File: src/rtl/mem_hazard_ctrl.sv
// ---------------------------------------------------------------------------
// mem_hazard_ctrl
//
// Pipeline sequencing controller for the 6-stage MIPS core
// (IF, ID, EX, MEM1, MEM2, WB).
//   * Detects load-use hazards against the EX and MEM1 stages and inserts
//     bubbles into ID/EX while holding the front end.
//   * Runs the data-SRAM request/ready handshake for MEM1 and freezes the
//     whole pipeline during wait states, with a timeout abort after MAX_WAIT
//     consecutive wait cycles (sticky mem_err).
//   * Generates branch flushes and keeps saturating stall counters.
//
// Ports:
//   clk, rst          clock, synchronous active-high reset
//   src1, src2        ID-stage source registers; two_src = src2 is read
//   ex_dest           EX-stage destination; ex_mem_r_en = EX holds a load
//   mem1_dest         MEM1-stage destination
//   mem1_mem_r_en/_w_en  MEM1 holds a load / store
//   branch_taken      branch resolved taken in EX
//   dmem_ready        data SRAM completes the current access this cycle
//   dmem_req          data SRAM access request
//   freeze_front      hold PC and IF/ID
//   bubble_ex         load zeros into ID/EX control bits
//   freeze_all        hold every pipeline register (PC through MEM2/WB)
//   flush_front       zero IF/ID and ID/EX
//   mem_err           sticky dmem timeout flag
//   hazard_cnt        saturating count of bubble cycles
//   memwait_cnt       saturating count of memory wait cycles
// ---------------------------------------------------------------------------
module mem_hazard_ctrl #(
  parameter int MAX_WAIT = 15,
  parameter int CNT_W    = 16
) (
  input  logic             clk,
  input  logic             rst,
  input  logic [4:0]       src1,
  input  logic [4:0]       src2,
  input  logic             two_src,
  input  logic [4:0]       ex_dest,
  input  logic             ex_mem_r_en,
  input  logic [4:0]       mem1_dest,
  input  logic             mem1_mem_r_en,
  input  logic             mem1_mem_w_en,
  input  logic             branch_taken,
  input  logic             dmem_ready,
  output logic             dmem_req,
  output logic             freeze_front,
  output logic             bubble_ex,
  output logic             freeze_all,
  output logic             flush_front,
  output logic             mem_err,
  output logic [CNT_W-1:0] hazard_cnt,
  output logic [CNT_W-1:0] memwait_cnt
);

  localparam int WC_W = (MAX_WAIT < 2) ? 1 : $clog2(MAX_WAIT + 1);

  typedef enum logic {
    IDLE = 1'b0,
    BUSY = 1'b1
  } state_t;

  state_t            state_q, state_d;
  logic [WC_W-1:0]   wait_q, wait_d;
  logic              err_q, err_d;
  logic [CNT_W-1:0]  hcnt_q, hcnt_d;
  logic [CNT_W-1:0]  mcnt_q, mcnt_d;

  logic access;
  logic hazard;
  logic wait_max;
  logic mem_stall;

  // Register 0 is hard-wired, so a write to it never creates a dependency.
  function automatic logic hit(input logic [4:0] d, input logic [4:0] s1,
                               input logic [4:0] s2, input logic two);
    return (d != 5'd0) && ((s1 == d) || (two && (s2 == d)));
  endfunction

  // Saturating increment: sticks at all-ones instead of wrapping.
  function automatic logic [CNT_W-1:0] sat_inc(input logic [CNT_W-1:0] v,
                                               input logic en);
    if (en && (v != {CNT_W{1'b1}}))
      return v + CNT_W'(1);
    else
      return v;
  endfunction

  assign access   = mem1_mem_r_en | mem1_mem_w_en;
  assign hazard   = (ex_mem_r_en   & hit(ex_dest,   src1, src2, two_src)) |
                    (mem1_mem_r_en & hit(mem1_dest, src1, src2, two_src));
  assign wait_max = (state_q == BUSY) && (wait_q == WC_W'(MAX_WAIT));
  // On the timeout cycle the stall is dropped so the pipeline moves on.
  assign mem_stall = access & ~dmem_ready & ~wait_max;

  always_comb begin
    state_d      = state_q;
    wait_d       = wait_q;
    err_d        = err_q;
    dmem_req     = 1'b0;
    freeze_front = 1'b0;
    bubble_ex    = 1'b0;
    freeze_all   = 1'b0;
    flush_front  = 1'b0;

    if (!rst) begin
      unique case (state_q)
        IDLE: begin
          dmem_req = access;
          // A zero-wait access completes in place and never enters BUSY.
          if (access && !dmem_ready) begin
            state_d = BUSY;
            wait_d  = WC_W'(1);
          end
        end
        BUSY: begin
          dmem_req = 1'b1;
          if (dmem_ready) begin
            state_d = IDLE;
            wait_d  = '0;
          end else if (wait_max) begin
            state_d = IDLE;
            wait_d  = '0;
            err_d   = 1'b1;
          end else begin
            wait_d = wait_q + WC_W'(1);
          end
        end
        default: begin
          state_d = IDLE;
          wait_d  = '0;
        end
      endcase

      // Priority: global freeze, then branch flush, then load-use bubble.
      freeze_all   = mem_stall;
      flush_front  = branch_taken & ~mem_stall;
      bubble_ex    = hazard & ~mem_stall & ~branch_taken;
      freeze_front = hazard & ~mem_stall & ~branch_taken;
    end
  end

  assign hcnt_d = sat_inc(hcnt_q, bubble_ex);
  assign mcnt_d = sat_inc(mcnt_q, freeze_all);

  always_ff @(posedge clk) begin
    if (rst) begin
      state_q <= IDLE;
      wait_q  <= '0;
      err_q   <= 1'b0;
      hcnt_q  <= '0;
      mcnt_q  <= '0;
    end else begin
      state_q <= state_d;
      wait_q  <= wait_d;
      err_q   <= err_d;
      hcnt_q  <= hcnt_d;
      mcnt_q  <= mcnt_d;
    end
  end

  assign mem_err     = err_q;
  assign hazard_cnt  = hcnt_q;
  assign memwait_cnt = mcnt_q;

endmodule

File: config.mk
export PLATFORM = sky130hd
export DESIGN_NAME = mem_hazard_ctrl
export DESIGN_NICKNAME = d
export VERILOG_FILES = /design/src/rtl/mem_hazard_ctrl.sv
export SDC_FILE = /design/constraint.sdc
export NUM_CORES = 1
export LEC_CHECK = 0
export CAP_MARGIN = 20
export CORE_MARGIN = 3
export CORE_UTILIZATION = 40
export DETAILED_ROUTE_END_ITERATION = 12
export GPL_TIMING_DRIVEN = 0
export PLACE_DENSITY = 0.72
export SLEW_MARGIN = 20
export SYNTH_ARGS = -nofsm -noshare
export SYNTH_HDL_FRONTEND = slang
export SYNTH_SLANG_ARGS = --single-unit
File: constraint.sdc
create_clock -name clk -period 4.2 [get_ports clk]
set_clock_uncertainty 0.1 [all_clocks]
set_input_delay 0.84 -clock clk [delete_from_list [all_inputs] [get_ports clk]]
set_output_delay 0.84 -clock clk [all_outputs]
set_load 0.02 [all_outputs]
==> results summary, run 1 <==
The number of warnings issued by yosys is 0. Of the synthesized area, sequential elements account for 0.348. The remaining routing DRC violations is 0. The overall overflow remaining after global route came out at 0. The overall power of the completed layout is 701 µW. The number of antenna violations at the first check in global routing came to 0. Input and output buffers added on the ports amount to 64. Of the cells placed in the final design, the portion with a size suffix greater than 1 is 0.0848. The final clock period utilization by the worst path is 0.978. The clock passes through at most 2 buffers.

The number of hold violations in the final report came out at 0. The proportion of register bits with asynchronous set or reset after synthesis is 0. Yosys attributes the largest share of cell area to dfxtp_1 (35%), xnor2_1 (11%), nor2_1 (4.8%), a21oi_1 (3.7%), nand3_1 (3.7%). The total global routing track utilization came out at 0.177. After routing the design area is 3000 µm².

The floorplan has 26 rows. The starting density of the core came out at 0.420. The number of sinks on the clock net is 38.

The worst setup path is captured at an output port. The flow ran to the end, and the final reports show no timing, DRC or antenna violations. The cell occurring most often along the worst timing path is clkdlybuf4s50_1.

The clock buffer count from CTS is 5. The path class of the tightest hold or removal check is reg2reg. Of the post-synthesis cell area, the dominant cell type holds 0.348. The max-slew violation count is 0. The chip width came out at 80.0 µm. The clock tree from TritonCTS is done.

The average wire per standard cell is 13.8 µm. A synthesized cell averages 8.48 µm². The number of optimization iterations in the first detailed-route pass came out at 5. In this run the vertical extent of the chip is 80.0 µm.

The max-cap check violation count came out at 0. Summing every instance area after synthesis gives 2190 µm². The worst hold slack came out at 0.376 ns. The count of flip-flops with a built-in enable after synthesis is 0. The worst path buffer plus inverter count is 4. The number of vias per cell after detailed routing came out at 5.41.

dfxtp_1 takes more of the synthesized area than any other cell. The clock slew seen by the registers of the worst setup and hold paths came out at 0.07 ns. The post-route setup TNS is 0 ns.

The total nets after synthesis is 289. The growth of design area from synthesis to finish came out at 37.0%. The cell count after synthesis came out at 258. In this run, the number of DRC markers left after iteration 0 of detailed routing was 78.

Along the worst path, the maximum fanout reaches 10. The number of nets with antenna violations after detailed routing came out at 0. The number of global-route vias before repair was 2021. Prior to clock tree synthesis, the placed netlist has a worst setup slack of -0.223 ns. Setup repair after global routing left no endpoint under its margin.

The H-tree depth is 2. The overall via count from detail_route is 2165. The actual slew at the worst max-slew pin came out at 0.649 ns. In the synthesized netlist the dominant register cell turns out to be dfxtp_1.

The critical path arrival is 3.17 ns. The post-route worst setup slack came out at 0.0905 ns. Routability-driven placement finished with a final weighted congestion of 0.806. The wire length reported by the detailed router is 5.52 mm. The number of fill cells came out at 496. In this run the static leakage power is 0.000971 µW. After synthesis, the most frequently instantiated cells are dfxtp_1 (38), nor2_1 (28), xnor2_1 (28), nand2_1 (17). The most frequently used cell type in the post-synthesis netlist is dfxtp_1. The number of different library cells in the post-synthesis netlist came out at 53. Traced cell by cell, the critical path runs through clkdlybuf4s50_1, or4_1, o21ai_1, nor4_2, a22oi_2, buf_6, inv_2, clkdlybuf4s50_1. Detailed placement ended at an HPWL of 4.02 mm.

The post-layout minimum cycle time came out at 4.11 ns. The number of antenna repair diodes is 0. Summing all placed instances gives a cell area of 2920 µm². In this design, the stage delay of the slowest critical-path cell is 0.55 ns. STA classifies the critical path startpoint as a primary input.

The cell type group with the largest total delay on the critical path is buffers and inverters. The floorplan die area is 6390 µm². The final number of setup-violating endpoints is 0.

The slowest stage cell on the critical path is or4_1. For the worst setup path, the data required time is 3.26 ns. The flip-flop and latch count after synthesis is 38. The later-pin clock latency in the skew report came out at 0.28 ns. The global-route wire length before repair is 9.22 mm. Across the VDD grid, the largest voltage drop is 0.152 mV. In this run the count of I/O pins placed on the die edge is 66.

The normalized max-slew margin is 0.566. The maximum number of pins on one net before global-route repair came out at 11. The placeable core area came out at 5200 µm². The net total in the final layout came out at 361. In this run the clock root is driven by a clkbuf_8. The power per standard cell area is 234 nW/µm². The class of the most critical setup path is in2out.

The maximum operating frequency came out at 243 MHz.
-- cells in the final DEF (no fill, tap or decap), types with 6 or more instances in the layout --
cell	n
and3_1	6
nor2_1	28
or4_1	10
xnor2_1	28
clkdlybuf4s50_1	63
nand4_1	7
nand2_1	17
nand3_1	16
dfxtp_1	38
a21oi_1	16
clkbuf_1	6
o31ai_1	8
-- what timing repair did --
action | CTS | global route
hold buffers | 0 | 0
setup buffers | 1 | 0
gates resized for setup | 1 | 0
endpoints found under the setup margin | 2 | 0
-- worst register-to-register path, stage by stage (launching register included) --
cell     delay (ns)
dfxtp_1        0.44
ha_1           0.21
nand3_1        0.14
nor3_1         0.49
and3_1         0.31
buf_2          0.26
nor3_2         0.08
mux2_4         0.29
-- per-layer routing --
layer	global-route usage	vias to the layer above	share of wire
li1	-	1085	-
met1	0.249	985	0.50
met2	0.267	89	0.41
met3	0.0451	6	0.080
met4	0.0439	0	0.0096
met5	0	-	0
-- final timing paths --
check                             startpoint                          to  slack, ns  cells past startpoint
setup / recovery                  ex_dest[1]                   bubble_ex       0.09                      8
hold / removal          mem_err$_SDFFE_PP0P_        mem_err$_SDFFE_PP0P_       0.38                      2
setup reg to reg  hazard_cnt[0]$_SDFFE_PP0P_  hazard_cnt[8]$_SDFFE_PP0P_       1.77                      7
hold reg to reg         mem_err$_SDFFE_PP0P_        mem_err$_SDFFE_PP0P_       0.38                      2
-- stage by stage --
stage	util	instances
after global placement	0.560	392
after CTS	0.576	400
after floorplan	-	258
final	0.576	400
after detailed placement	0.560	392
after global routing	0.576	400
-- flip-flops by register name (all words and copies together) (netlist names) --
| signal | cells |
|---|---|
| mem_err | 1 |
| state_q | 1 |
| memwait_cnt | 16 |
| hazard_cnt | 16 |
| wait_q | 4 |
-- logic make-up after synthesis --
family,count (synthesis),synth area share
XOR/XNOR,33,0.132
adder cells (fa/ha/maj),3,0.0172
flip-flops,38,0.348
multiplexers,3,0.0166
AND/OR/NAND/NOR,117,0.296
AO/OA/AOI/OAI,50,0.154
buffers and inverters,14,0.0366
-- where the power goes --
group | internal, µW | leakage (µW) | switching (µW)
logic | 53.2 | 0.000626 | 46.2
registers | 363 | 0.000307 | 3.49
clock network | 114 | 0.0000383 | 120
-- area by class of cell --
| cell class | instances | area, µm² | share of cell area |
|---|---|---|---|
| tap | 70 | 87.6 | 0.0292 |
| buffer | 11 | 68.8 | 0.0229 |
| timing repair buffer | 65 | 647 | 0.216 |
| multi-input combinational | 206 | 1350 | 0.449 |
| inverter | 3 | 11.3 | 0.00375 |
| sequential | 38 | 761 | 0.254 |
| clock buffer | 7 | 76.3 | 0.0254 |
Power figures use the tool's default switching activity.
==> run 2: changes to the inputs <==
--- a/config.mk
+++ b/config.mk
@@ -10,7 +10,7 @@
 export CORE_UTILIZATION = 40
 export DETAILED_ROUTE_END_ITERATION = 12
 export GPL_TIMING_DRIVEN = 0
-export PLACE_DENSITY = 0.72
+export PLACE_DENSITY = 0.71
 export SLEW_MARGIN = 20
 export SYNTH_ARGS = -nofsm -noshare
 export SYNTH_HDL_FRONTEND = slang
==> results summary, run 2 (synthesized netlist as in run 1, its figures left out) <==
The critical path goes through clkdlybuf4s50_1, or4_1, o21ai_1, nor4_2, a22oi_2, buf_6, inv_2, clkdlybuf4s50_1. The total of hold buffers inserted after clock tree synthesis is 0 (unchanged). The worst path buffer plus inverter count came to 4 (unchanged). The final weighted congestion in routability-driven placement is 0.824 (+2.3%). The number of antenna violations at the first check in global routing is 0 (unchanged). The H-tree depth came out at 2 (unchanged). In this run the worst hold path is classified as reg2reg. The worst setup path is launched from a primary input. The post-route setup TNS came out at 0 ns (unchanged). The storage element area is 761 µm² (unchanged). The library cell used most frequently in the layout, excluding fill and tap cells, is clkdlybuf4s50_1.

The wire length reported by the detailed router was 5.52 mm (unchanged). The worst hold slack came out at 0.375 ns (-0.00176 ns). The power per standard cell area came out at 241 nW/µm² (+3.0%).

The startpoint identified for the worst register-to-register timing path is hazard_cnt[0]$_SDFFE_PP0P_. The number of nets with antenna violations after detailed routing came to 0 (unchanged). The final core utilization came to 0.580 (+0.00361). The total global routing track utilization is 0.177 (about the same). The internal power component came out at 549 µW (+3.4%). The share of power burned in registers came out at 0.505 (-0.018). The clock group share of total power came out at 0.359 (+0.024). The maximum number of pins on one net before global-route repair came out at 12 (+1). The overall power of the completed layout came to 727 µW (+3.6%). The critical path's largest stage delay is 0.54 ns (about the same).

The maximum fanout encountered on the critical timing path is 10 (unchanged). The number of DRC markers after the initial detailed-route iteration is 100 (+28%). The post-layout minimum cycle time is 4.05 ns (-0.0590 ns). The later-pin clock latency in the skew report is 0.28 ns (about the same).

The number of fill cells came out at 491 (-1.0%). The clock tree from TritonCTS is done. The max-cap check violation count came out at 0 (unchanged). The total placed cells including tap cells is 392 (unchanged). The chip width is 80.0 µm (unchanged).

The post-route met1 wirelength is 2.66 mm (-3.0%). The class of the most critical setup path is in2out. The starting density of the core came out at 0.420 (unchanged). The maximum clock insertion buffer count came out at 2 (unchanged). The global-route wire length before repair came out at 9.28 mm (+0.67%).

The number of I/O port buffers is 64 (unchanged). The net total in the final layout came out at 361 (unchanged). The max-slew violation count is 0 (unchanged). The maximum operating frequency came out at 247 MHz (+1.5%). The top routing layer in use is met4.

The number of optimization iterations in the first detailed-route pass came out at 4 (-1). The net switching fraction of the power came out at 0.244 (+0.00146). Broken down by cell family, the worst path's largest delay share belongs to buffers and inverters. The normalized max-slew margin came out at 0.561 (-0.00509).

The clock buffer count from CTS was 5 (unchanged). The maximum vdd ir drop was 0.174 mV (+14%). The number of vias per cell after detailed routing is 5.32 (-1.7%). The number of hold violations in the final report came out at 0 (unchanged). The boundary pin count is 66 (unchanged). The overall via count from detail_route came to 2134 (-1.4%). The area growth from synthesis to layout is 37.9%. The worst setup path is captured at an output port. The startpoint identified for the worst hold timing path is mem_err$_SDFFE_PP0P_.

The final clock period utilization by the worst path came to 0.964 (-0.0140). Leaving out fill and tap cells, the most frequent cells in the layout are clkdlybuf4s50_1 (63), dfxtp_1 (38), xnor2_1 (28), nor2_1 (28), nand2_1 (17). The layout cell share with drive strength beyond 1 came out at 0.0906 (+0.00579). The placeable core area is 5200 µm² (unchanged).

The clock slew seen by the registers of the worst setup and hold paths came out at 0.08 ns (about the same). CTS placed an instance of clkbuf_8 at the clock tree root. The final number of setup-violating endpoints is 0 (unchanged). The multi-input gate area in the final layout came to 1350 µm² (unchanged). The leakage power figure came out at 0.000995 µW (+2.4%). The number of global-route vias before repair came out at 2037 (+0.79%).

The die extent in y is 80.0 µm (unchanged). The met2 layer wire length in the routed design came out at 2.42 mm (+5.7%). Setup repair after global routing left no endpoint under its margin. The average wire per standard cell came out at 13.8 µm (-0.25%).

The overall overflow remaining after global route is 0 (unchanged). The critical path starts at mem1_dest[1]. The critical path arrival was 3.11 ns (-0.06 ns). The run finished with clean final reports. The number of sinks on the clock net is 38 (unchanged). The floorplan die area is 6390 µm² (unchanged). The post-route non-filler standard cell count came to 401 (+0.25%). The actual slew at the worst max-slew pin came out at 0.656 ns (+0.00760 ns).

The fraction of power consumed by combinational cells came out at 0.136 (-0.006). The detailed placer's ending HPWL came out at 4.06 mm (+0.92%). The cell that appears most often on the critical path is clkdlybuf4s50_1. The row count is 26 (unchanged).

The length of routed met3 wiring came to 419 µm (-5.0%). The required time at the worst-slack endpoint came out at 3.26 ns (about the same). The switching power total came out at 177 µW (+4.3%). The remaining routing DRC violations came out at 0 (unchanged). The number of antenna repair diodes came out at 0 (unchanged). The slowest stage of the critical path is the or4_1 cell.
[run 2: worst reg2reg max path, cell delays in order (launching register included)]
cell and delay, ns:
dfxtp_1 0.42, ha_1 0.20, nand3_1 0.16, nor3_1 0.47, and3_1 0.30, buf_2 0.26, nor3_2 0.08, mux2_4 0.29
[run 2: path summary, 6_finish.rpt]
kind,to,slack [ns],cells after the start
worst max register to register,hazard_cnt[8]$_SDFFE_PP0P_,1.82,7
worst min register to register,mem_err$_SDFFE_PP0P_,0.37,2
worst min-delay path,mem_err$_SDFFE_PP0P_,0.37,2
worst max-delay path,bubble_ex,0.15,8
[run 2: through the flow]
step	area, µm²	setup WS [ns]
6_report	3020	0.149
5_1_grt	3020	0.0272
4_1_cts	3020	0.0208
3_5_place_dp	2920	-0.187
3_3_place_gp	2920	-0.184
2_1_floorplan	2190	0.991
[run 2: per-layer routing]
layer	vias up	track usage
met3	4	0.0361
met1	972	0.242
met4	0	0.0456
met2	71	0.281
met5	-	0
li1	1087	-
[run 2: power by group through the flow]
stage,Clock (µW),Sequential (µW),Combinational [µW]
after CTS,267,367,99.9
after detailed placement,0,375,98.9
after floorplan,0,376,49.5
after global routing,279,367,108
final,261,367,98.9
after global placement,0,375,98.4
[run 2: area by class of cell]
type / count / area share
Buffer: 11 / 0.0228
Clock buffer: 7 / 0.0286
Clock inverter: 1 / 0.00166
Inverter: 3 / 0.00373
Multi-Input combinational cell: 206 / 0.447
Sequential cell: 38 / 0.252
Tap cell: 70 / 0.0290
Timing Repair Buffer: 65 / 0.216
[run 2: what timing repair did]
item,4_1_cts,5_1_grt
pin swaps,1,0
gates resized for setup,0,1
setup endpoints to repair,2,1
setup buffers,1,0
